## config.mk

```make
export PLATFORM = sky130hd
export DESIGN_NAME = line_bus_arb_n
export DESIGN_NICKNAME = d
export VERILOG_FILES = /design/src/rtl/line_bus_pkg.sv /design/src/rtl/bus_rr_pick.sv /design/src/rtl/line_bus_arb_n.sv
export SDC_FILE = /design/constraint.sdc
export NUM_CORES = 1
export LEC_CHECK = 0
export CAP_MARGIN = 20
export CORE_AREA = 8 8 422 424
export CTS_BUF_LIST = sky130_fd_sc_hd__clkbuf_2 sky130_fd_sc_hd__clkbuf_4 sky130_fd_sc_hd__clkbuf_8
export CTS_CLUSTER_DIAMETER = 120
export DETAILED_ROUTE_END_ITERATION = 10
export DIE_AREA = 0 0 430 432
export HOLD_SLACK_MARGIN = 0.1
export PLACE_DENSITY_LB_ADDON = 0.25
export SLEW_MARGIN = 0
export SYNTH_ARGS = -nofsm -noshare
export SYNTH_HDL_FRONTEND = slang
export SYNTH_HIERARCHICAL = 1
export SYNTH_SLANG_ARGS = --single-unit
```

## constraint.sdc

```tcl
create_clock -name clk -period 13.62 [get_ports clk]
set_input_delay 2.043 -clock clk [delete_from_list [all_inputs] [get_ports clk]]
set_output_delay 2.043 -clock clk [all_outputs]
set_load 0.005 [all_outputs]
```

## src/rtl/line_bus_pkg.sv

```systemverilog
// Shared definitions for the cache-line bus arbiter and related bus blocks:
// FSM state encoding, default address/line widths and the byte-mask width helper.
package line_bus_pkg;

  localparam int LB_AWIDTH = 32;
  localparam int LB_LWIDTH = 128;

  typedef enum logic [1:0] {
    IDLE   = 2'd0,
    ISSUE  = 2'd1,
    WAIT_W = 2'd2,
    WAIT_R = 2'd3
  } arb_state_e;

  // One mask bit per data byte.
  function automatic int lb_mwidth(input int lw);
    return lw / 8;
  endfunction

endpackage

```

## src/rtl/bus_rr_pick.sv

```systemverilog
// Combinational round-robin selector: scans the pending vector upward from
// the pointer with wrap and returns the first pending entry as a one-hot
// grant, its index and a valid flag.
module bus_rr_pick #(
  parameter  int N  = 3,
  localparam int PW = (N > 1) ? $clog2(N) : 1
) (
  input  logic [N-1:0]  pend_i,
  input  logic [PW-1:0] ptr_i,
  output logic [N-1:0]  grant_o,
  output logic [PW-1:0] idx_o,
  output logic          valid_o
);

  // First pending entry at or above the pointer wins, wrapping at N.
  always_comb begin
    int c;
    c       = 0;
    grant_o = '0;
    idx_o   = '0;
    valid_o = 1'b0;
    for (int k = 0; k < N; k++) begin
      c = (int'(ptr_i) + k) % N;
      if (!valid_o && pend_i[c]) begin
        valid_o  = 1'b1;
        grant_o[c] = 1'b1;
        idx_o    = PW'(c);
      end
    end
  end

endmodule

```

## src/rtl/line_bus_arb_n.sv

```systemverilog
// N-master arbiter for the 128-bit cache-line request interface.
// Each master owns one write slot and one read slot; pulses are captured into
// the slots and one transaction at a time is issued downstream in round-robin
// order (write before read within a master). Finish/valid strobes are routed
// back to the owning master.
// Optional feature: define ARB_TIMEOUT_EN to add a watchdog that forces a
// finish to the owner after TMO_CYC cycles counted from the ISSUE cycle.
module line_bus_arb_n
  import line_bus_pkg::*;
#(
  parameter  int NMST    = 3,
  parameter  int AWIDTH  = LB_AWIDTH,
  parameter  int LWIDTH  = LB_LWIDTH,
  parameter  int TMO_CYC = 1023,
  localparam int MWIDTH  = lb_mwidth(LWIDTH)
) (
  input  logic                     clk,
  input  logic                     rst_n,
  input  logic [NMST-1:0]          m_wstart_rq,
  input  logic [NMST*AWIDTH-1:0]   m_win_addr,
  input  logic [NMST*LWIDTH-1:0]   m_in_wdata,
  input  logic [NMST*MWIDTH-1:0]   m_in_mask,
  output logic [NMST-1:0]          m_finish_wresp,
  input  logic [NMST-1:0]          m_rstart_rq,
  input  logic [NMST*AWIDTH-1:0]   m_rin_addr,
  output logic [LWIDTH-1:0]        m_rdat_m_data,
  output logic [NMST-1:0]          m_rdat_m_valid,
  output logic [NMST-1:0]          m_finish_mrd,
  output logic [NMST-1:0]          m_ovf,
  output logic                     s_wstart_rq,
  output logic [AWIDTH-1:0]        s_win_addr,
  output logic [LWIDTH-1:0]        s_in_wdata,
  output logic [MWIDTH-1:0]        s_in_mask,
  input  logic                     s_finish_wresp,
  output logic                     s_rstart_rq,
  output logic [AWIDTH-1:0]        s_rin_addr,
  input  logic [LWIDTH-1:0]        s_rdat_m_data,
  input  logic                     s_rdat_m_valid,
  input  logic                     s_finish_mrd,
  output logic                     arb_err
);

  localparam int PW = (NMST > 1) ? $clog2(NMST) : 1;

  if (NMST < 2 || NMST > 8 || TMO_CYC < 1) begin : g_badCfg
    $error("line_bus_arb_n: NMST must be 2..8 and TMO_CYC positive");
  end

  arb_state_e        state_q;
  logic [PW-1:0]     owner_q, ptr_q, nextPtr, pickIdx;
  logic [NMST-1:0]   wPend_q, rPend_q, wPend_d, rPend_d, ovf_q, ovf_d;
  logic [NMST-1:0]   wBusy, rBusy, wCap, rCap, wClr, rClr, ownerHot, pickGrant;
  logic              pickValid, wDone, rDone, tmoHit, errSet, err_q;
  logic              wStart_q, rStart_q;
  logic [AWIDTH-1:0] sWaddr_q, sRaddr_q;
  logic [LWIDTH-1:0] sWdata_q;
  logic [MWIDTH-1:0] sWmask_q;

  logic [AWIDTH-1:0] slotWaddr [NMST];
  logic [LWIDTH-1:0] slotWdata [NMST];
  logic [MWIDTH-1:0] slotWmask [NMST];
  logic [AWIDTH-1:0] slotRaddr [NMST];

  bus_rr_pick #(.N(NMST)) uPick (
    .pend_i  (wPend_q | rPend_q),
    .ptr_i   (ptr_q),
    .grant_o (pickGrant),
    .idx_o   (pickIdx),
    .valid_o (pickValid)
  );

`ifdef ARB_TIMEOUT_EN
  localparam int TW = ($clog2(TMO_CYC + 1) > 10) ? $clog2(TMO_CYC + 1) : 10;
  logic [TW-1:0] tmo_q;

  // Watchdog counts from the ISSUE cycle; it is held at zero while idle.
  always_ff @(posedge clk or negedge rst_n) begin
    if (!rst_n)               tmo_q <= '0;
    else if (state_q == IDLE) tmo_q <= '0;
    else if (!tmoHit)         tmo_q <= tmo_q + 1'b1;
  end

  assign tmoHit = ((state_q == WAIT_W) || (state_q == WAIT_R)) && (tmo_q == TW'(TMO_CYC));
`else
  assign tmoHit = 1'b0;
`endif

  assign ownerHot = NMST'(1) << owner_q;
  assign nextPtr  = (owner_q == PW'(NMST - 1)) ? '0 : owner_q + 1'b1;
  assign wDone    = (state_q == WAIT_W) && (s_finish_wresp || tmoHit);
  assign rDone    = (state_q == WAIT_R) && (s_finish_mrd || tmoHit);
  assign wClr     = wDone ? ownerHot : '0;
  assign rClr     = rDone ? ownerHot : '0;
  assign errSet   = (s_finish_wresp && (state_q != WAIT_W)) ||
                    (s_finish_mrd && (state_q != WAIT_R)) || tmoHit;

  // A slot being cleared this cycle is free, so a same-cycle pulse is captured.
  assign wBusy   = wPend_q & ~wClr;
  assign rBusy   = rPend_q & ~rClr;
  assign wCap    = m_wstart_rq & ~wBusy;
  assign rCap    = m_rstart_rq & ~rBusy;
  assign wPend_d = wCap | wBusy;
  assign rPend_d = rCap | rBusy;
  assign ovf_d   = ovf_q | (m_wstart_rq & wBusy) | (m_rstart_rq & rBusy);

  // Slot occupancy plus the sticky overflow and error flags.
  always_ff @(posedge clk or negedge rst_n) begin
    if (!rst_n) begin
      wPend_q <= '0;
      rPend_q <= '0;
      ovf_q   <= '0;
      err_q   <= 1'b0;
    end else begin
      wPend_q <= wPend_d;
      rPend_q <= rPend_d;
      ovf_q   <= ovf_d;
      err_q   <= err_q | errSet;
    end
  end

  // Slot payload storage; only meaningful while the matching pending bit is set.
  always_ff @(posedge clk) begin
    for (int i = 0; i < NMST; i++) begin
      if (wCap[i]) begin
        slotWaddr[i] <= m_win_addr[i*AWIDTH +: AWIDTH];
        slotWdata[i] <= m_in_wdata[i*LWIDTH +: LWIDTH];
        slotWmask[i] <= m_in_mask[i*MWIDTH +: MWIDTH];
      end
      if (rCap[i]) slotRaddr[i] <= m_rin_addr[i*AWIDTH +: AWIDTH];
    end
  end

  // Transaction FSM: pick, issue a one-cycle start, wait for finish, advance pointer.
  always_ff @(posedge clk or negedge rst_n) begin
    if (!rst_n) begin
      state_q  <= IDLE;
      owner_q  <= '0;
      ptr_q    <= '0;
      wStart_q <= 1'b0;
      rStart_q <= 1'b0;
      sWaddr_q <= '0;
      sWdata_q <= '0;
      sWmask_q <= '0;
      sRaddr_q <= '0;
    end else begin
      case (state_q)
        IDLE: begin
          if (pickValid) begin
            owner_q <= pickIdx;
            state_q <= ISSUE;
            if (wPend_q[pickIdx]) begin
              wStart_q <= 1'b1;
              sWaddr_q <= slotWaddr[pickIdx];
              sWdata_q <= slotWdata[pickIdx];
              sWmask_q <= slotWmask[pickIdx];
            end else begin
              rStart_q <= 1'b1;
              sRaddr_q <= slotRaddr[pickIdx];
            end
          end
        end
        ISSUE: begin
          wStart_q <= 1'b0;
          rStart_q <= 1'b0;
          state_q  <= wStart_q ? WAIT_W : WAIT_R;
        end
        WAIT_W: begin
          if (wDone) begin
            ptr_q   <= nextPtr;
            state_q <= IDLE;
          end
        end
        WAIT_R: begin
          if (rDone) begin
            ptr_q   <= nextPtr;
            state_q <= IDLE;
          end
        end
        default: state_q <= IDLE;
      endcase
    end
  end

  assign s_wstart_rq    = wStart_q;
  assign s_win_addr     = sWaddr_q;
  assign s_in_wdata     = sWdata_q;
  assign s_in_mask      = sWmask_q;
  assign s_rstart_rq    = rStart_q;
  assign s_rin_addr     = sRaddr_q;
  assign m_finish_wresp = wClr;
  assign m_finish_mrd   = rClr;
  assign m_rdat_m_valid = ((state_q == WAIT_R) && s_rdat_m_valid) ? ownerHot : '0;
  assign m_rdat_m_data  = s_rdat_m_data;
  assign m_ovf          = ovf_q;
  assign arb_err        = err_q;

endmodule

```

==> metrics.txt, run 1 <==
grt ovf 0; endpoints failing setup 0; Power per Cell Area approximately 200 mW/mm²; cts repair resizes 0; via count 19922; Syn Area/Cell 16.00 µm²; Max transition margin about a third; Die Ht about 430 µm; Least-Margin Pin Slew roughly 1.0 ns; drt first-iter violations approximately 980; pin count of the biggest net entering global routing 144; Final Cycle Share 43.28%; Post-Route WL 132.6 mm; worst hold stages 1; r2r endpoint s_in_wdata[98]$_DFFE_PN0P_; H-tree levels 4; Post-DP HPWL 96.30 mm; global placement routability congestion 0.7841; post-route ant nets 0; Setup Buffers After CTS 0; hold_sp arb_err$_DFF_PN0_; Hold WC Path Type flip-flop to flip-flop; cell total after placement 4938; Hold Violations, Final 0; RSZ-0062 raised after global routing false; num rows 152; Core ar. 0.1710 mm²; Leakage 16.36 nW; Clock transition at path regs 0.06 ns; hold_buf cts 0; TNS Setup 0 ns; Die Area 0.1858 mm²; Final min period 5.894 ns; initial antenna violation count 20; crit path DAT just under 4 ns; Cell Area, Synth about 0.033 mm²; DR WL/cell 25.25 µm; Max-Cap Viols 0; first-pass GRT wire length 177.9 mm; root buf cell clkbuf_8; r2r worst-path depth 13; YS warnings 6; critical path peak fanout 5; number of buffers added on ports about 860; Setup Crit Path Kind primary input to output port; WP data required 11.58 ns; vias in the first global route 21235; clk_skew 0.03094 ns; CTS Buffer Depth 3; Mapped Cells 2049; CP endpoint kind output port; final net count 3638; FMAX 169.7 MHz; Final Max Tran Viols 0; r2r setup slk around 8.5 ns; drt pass-1 iters 5; P&R area growth vs syn 41.62%; layout cell share with drive strength beyond 1 12.24%; Num CTS Buffers 164; worst r2r src ptr_q[1]$_DFFE_PN0P_; IO Count 1114; Avg Vias per Cell 3.793; initial core utilization a little under a fifth; clock sinks 850; Hold Path End arb_err$_DFF_PN0_; gr usage total 13.65%; outcome finished, final reports clean; CTS tree built; Peak VDD IR roughly 0.12 mV; Startpoint Class primary input; Finished Layout Cells 5252; residual DRC count 0; latest clock arrival within the worst-skew pair 0.88 ns; Die Width about 430 µm; Syn Nets 2816
[worst max path at each step]
stage	startpoint	endpoint	slack, ns
after floorplan	s_finish_wresp	slotWaddr[0][0]$_DFFE_PP_	6.44
after global placement	s_finish_wresp	slotWdata[0][117]$_DFFE_PP_	7.62
after detailed placement	s_finish_wresp	slotWdata[0][18]$_DFFE_PP_	7.58
after CTS	s_finish_wresp	m_finish_wresp[0]	7.72
after global routing	s_finish_wresp	m_finish_wresp[0]	7.61
final	s_finish_wresp	m_finish_wresp[0]	7.73
[power by group]
part,internal [W],total (W),switching (W),leakage (nW)
Clock,0.00154,0.00271,0.00117,1.83
Combinational,0.00153,0.00322,0.00169,6.20
Sequential,0.00332,0.00357,0.000252,8.33
Total,0.00638,0.00950,0.00312,16.4
[cells in the final DEF (no fill, tap or decap), types with 25 or more instances in the layout]
master,count
dfrtp_1,226
clkbuf_8,178
clkdlybuf4s50_1,856
mux2_2,39
nand2_1,220
mux2_1,140
buf_4,25
mux2i_1,211
clkbuf_4,70
a21oi_1,36
edfxtp_1,624
nor2_1,42
o21ai_0,213
[registers in the layout, summed over array words and instances (netlist names)]
name and cells:
slotWdata 384, s_in_wdata 128, slotRaddr 96, slotWaddr 96
slotWmask 48, s_rin_addr 32, s_win_addr 32, s_in_mask 16
m_ovf 3, rPend_q 3, wPend_q 3, owner_q 2
ptr_q 2, state_q 2, arb_err 1, s_rstart_rq 1
s_wstart_rq 1
[stage by stage]
| stage | hold slack, ns | utilization, % | total power (W) | worst slack, ns | cell area, µm² |
|---|---|---|---|---|---|
| global route | 0.4968 | 27.16 | 0.01005 | 7.607 | 46430 |
| CTS | 0.4805 | 27.14 | 0.009748 | 7.717 | 46400 |
| finish | 0.4728 | 27.16 | 0.009500 | 7.726 | 46430 |
| global placement | 0.4565 | 25.11 | 0.006923 | 7.621 | 42930 |
| detailed placement | 0.4680 | 25.11 | 0.006956 | 7.583 | 42930 |
| floorplan | 0.4629 | - | 0.005306 | 6.445 | 32790 |
[layout make-up]
| class | instances | area, µm² |
|---|---|---|
| tap | 2233 | 2794 |
| inverter | 11 | 41.29 |
| antenna | 12 | 30.03 |
| timing repair buffer | 885 | 8831 |
| fill | 17519 | 124500 |
| sequential | 850 | 24390 |
| clock buffer | 248 | 2975 |
| multi-input combinational | 959 | 6872 |
| clock inverter | 54 | 498.0 |
[per-layer routing]
metal | GRT usage, % | vias up | part of all wire [%]
met5 | 0 | - | 0
met4 | 6.276 | 0 | 4.4
met3 | 3.252 | 339 | 4.8
met2 | 26.23 | 586 | 56
met1 | 13.86 | 9927 | 35
li1 | - | 9070 | -
[critical path: stages]
cell,delay [ns]
clkdlybuf4s50_1,0.55
nand3b_1,0.24
or3_1,0.43
inv_1,0.08
clkdlybuf4s50_1,0.50
(Power assumes the default switching activity.)
==> inputs of run 2 (changes only) <==
==> constraint.sdc (replaced) <==
create_clock -name clk -period 5.2 [get_ports clk]
set_input_delay 0.78 -clock clk [delete_from_list [all_inputs] [get_ports clk]]
set_output_delay 0.78 -clock clk [all_outputs]
set_load 0.005 [all_outputs]
==> run 2 against run 1 <==
Against the previous run: routed wire length is 0.12% lower; core utilization about the same; cell area rose by 0.17%; critical endpoint is now s_in_wdata[20]$_DFFE_PN0P_; largest cell class unchanged.
==> metrics.txt, run 2 (synthesis gave the netlist of run 1 again) <==
Num CTS Buffers 161 (was 164); Power, Total 0.02471 W (was 0.009500 W); area used by multi-input combinational logic 0.006874 mm² (was 0.006872 mm²); Die Ht 432 µm (unchanged); Avg Vias per Cell 3.795 (was 3.793); r2r setup slk 1.39 ns (was 8.54 ns); Leakage 16.39 nW (was 16.36 nW); Clock transition at path regs 0.06 ns (about the same); residual DRC count 0 (unchanged); worst r2r src wPend_q[0]$_DFF_PN0_ (was ptr_q[1]$_DFFE_PN0P_); Max transition margin 26.20% (was 31.50%); clock sinks 850 (unchanged); root buf cell clkbuf_8 (unchanged); Peak VDD IR 0.5314 mV (was 0.1217 mV); Worst path depth 11 (was 5); CTS tree built (unchanged); clk_skew 0.04072 ns (was 0.03094 ns); final net count 3644 (was 3638); Sequential Area 0.02439 mm² (unchanged); endpoints failing setup 0 (unchanged); most frequent cells in the layout 856 x clkdlybuf4s50_1, 624 x edfxtp_1, 226 x dfrtp_1, 220 x nand2_1, 213 x o21ai_0 (unchanged); post-route ant nets 0 (unchanged); Worst path top cell family by delay simple AND/OR/NAND/NOR gates (was buffers and inverters); Power per Cell Area 531.3 mW/mm² (was 204.6 mW/mm²); Post-Route WL 132.5 mm (was 132.6 mm); CTS Buffer Depth 3 (unchanged); Hold Violations, Final 0 (unchanged); initial antenna violation count 14 (was 20); H-tree levels 4 (unchanged); CP endpoint s_in_wdata[20]$_DFFE_PN0P_ (was m_finish_wresp[0]); Fillers 17451 (was 17519); IO Count 1114 (unchanged); global placement routability congestion 0.8052 (was 0.7841); TNS Setup 0 ns (unchanged); P&R area growth vs syn 41.87% (was 41.62%); Max-Cap Viols 0 (unchanged); r2r worst-path depth 11 (was 13); Buf/Inv on CP 2 (was 3); via count 19973 (was 19922); CP max stage cell nand2_8 (was clkdlybuf4s50_1); number of buffers added on ports 857 (unchanged); DR WL/cell 25.17 µm (was 25.25 µm); Largest register FFs 384 (unchanged); FMAX around 260 MHz; outcome finished, final reports clean (unchanged); vias in the first global route 21371 (was 21235); Core ar. 0.1710 mm² (unchanged); CP endpoint kind flip-flop (was output port); r2r endpoint s_in_wdata[20]$_DFFE_PN0P_ (was s_in_wdata[98]$_DFFE_PN0P_); pin count of the biggest net entering global routing 167 (was 144); Reg with most FFs slotWdata (unchanged); critical path peak fanout 57 (was 5); cts repair resizes 0 (unchanged); commonest non-fill, non-tap cell in the layout clkdlybuf4s50_1 (unchanged); first-pass GRT wire length 177.5 mm (was 177.9 mm); num rows 152 (unchanged); latest clock arrival within the worst-skew pair 0.87 ns (was 0.88 ns); Final min period 3.807 ns; slowest stage delay, CP 0.46 ns (was 0.55 ns); Final Cycle Share 73.22%; WP data required 5.92 ns (was 11.58 ns); Die Width 430 µm (unchanged); layout cell share with drive strength beyond 1 12.23% (was 12.24%); CP Cell Sequence or2_2, nand2b_1, a21oi_1, o211ai_1, a21oi_4, buf_12, nand3b_1, o21ai_2, nand2_8, buf_4, mux2_1 (was clkdlybuf4s50_1, nand3b_1, or3_1, inv_1, clkdlybuf4s50_1); gr usage total 13.59% (was 13.65%); drt pass-1 iters 5 (unchanged); initial core utilization 19.18% (unchanged); Setup Crit Path Kind flip-flop to flip-flop (was primary input to output port); Hold WC Path Type primary input to async pin (was flip-flop to flip-flop); Post-DP HPWL 97.44 mm (was 96.30 mm); Crit. Startpoint wPend_q[0]$_DFF_PN0_ (was s_finish_wresp); drt first-iter violations 1070 (was 976); Final Max Tran Viols 0 (unchanged); crit path DAT 4.52 ns (was 3.85 ns); Least-Margin Pin Slew 1.107 ns (was 1.027 ns); Startpoint Class flip-flop (was primary input); Die Area 0.1858 mm² (unchanged); RSZ-0062 raised after global routing false (unchanged); grt ovf 0 (unchanged)
## run 2: changes by cell type in the layout (fill, tap and decap cells not counted), sizes merged
| cell | delta |
|---|---|
| inv | +1 |
| dlygate4sd3 | +1 |
| clkinv | +9 |
| bufinv | -3 |
| buf | +8 |
| clkinvlp | -1 |
| clkbuf | -6 |
| diode | +2 |
## run 2: final cells by class
type	count	share of cell area [%]
clock inverters	60	0.9442
well taps	2233	6.007
diodes	14	0.07532
repair buffers	894	19.43
flip-flops and latches	850	52.44
inverters	11	0.08877
multi-input cells	959	14.78
clock buffers	242	6.233
## run 2: how the worst min path moves through the flow
| stage | to | cells past startpoint |
|---|---|---|
| 4_1_cts | s_in_wdata[109]$_DFFE_PN0P_ | 2 |
| 3_3_place_gp | s_rin_addr[30]$_DFFE_PN0P_ | 2 |
| 6_report | s_win_addr[5]$_DFFE_PN0P_ | 2 |
| 2_1_floorplan | m_ovf[0]$_DFF_PN0_ | 2 |
| 3_5_place_dp | arb_err$_DFF_PN0_ | 1 |
| 5_1_grt | s_in_wdata[109]$_DFFE_PN0P_ | 2 |
## run 2: stage by stage
stage	area, µm²	std cells	util (%)	setup slack (ns)	hold slack, ns
after floorplan	32790	2049	-	1.242	0.4629
after global placement	43130	4946	25.23	1.427	0.4641
after detailed placement	43130	4946	25.23	1.369	0.4575
after CTS	46480	5249	27.19	1.347	0.2549
after global routing	46500	5257	27.20	1.133	0.2729
final	46510	5263	27.21	1.393	0.3867
## run 2: what timing repair did
action | in CTS | in global routing
buffers inserted | 0 | 0
hold buffers | 1 | 0
hold endpoints to repair | 68 | 0
## run 2: worst reg2reg max path: cells and delay by family (launching register included)
family | cells | cell delay (ns)
multiplexers | 1 | 0.35
buffers and inverters | 2 | 0.93
AO/OA/AOI/OAI | 4 | 0.72
flip-flops | 1 | 0.41
AND/OR/NAND/NOR | 4 | 1.27
## run 2: per-layer routing
metal  global-route usage, %  up-vias  routed length, µm
met5                       0        -                  0
met4                   5.782        0               5214
met3                   3.290      315               6363
met2                   25.91      582              73350
met1                   14.13     9995              47520
li1                        -     9081                  -
## run 2: power breakdown
part,switching (W),internal [W],total [W]
combinational,0.00438,0.00409,0.00848
sequential,0.000725,0.00869,0.00941
clock,0.00303,0.00379,0.00682
total,0.00814,0.0166,0.0247
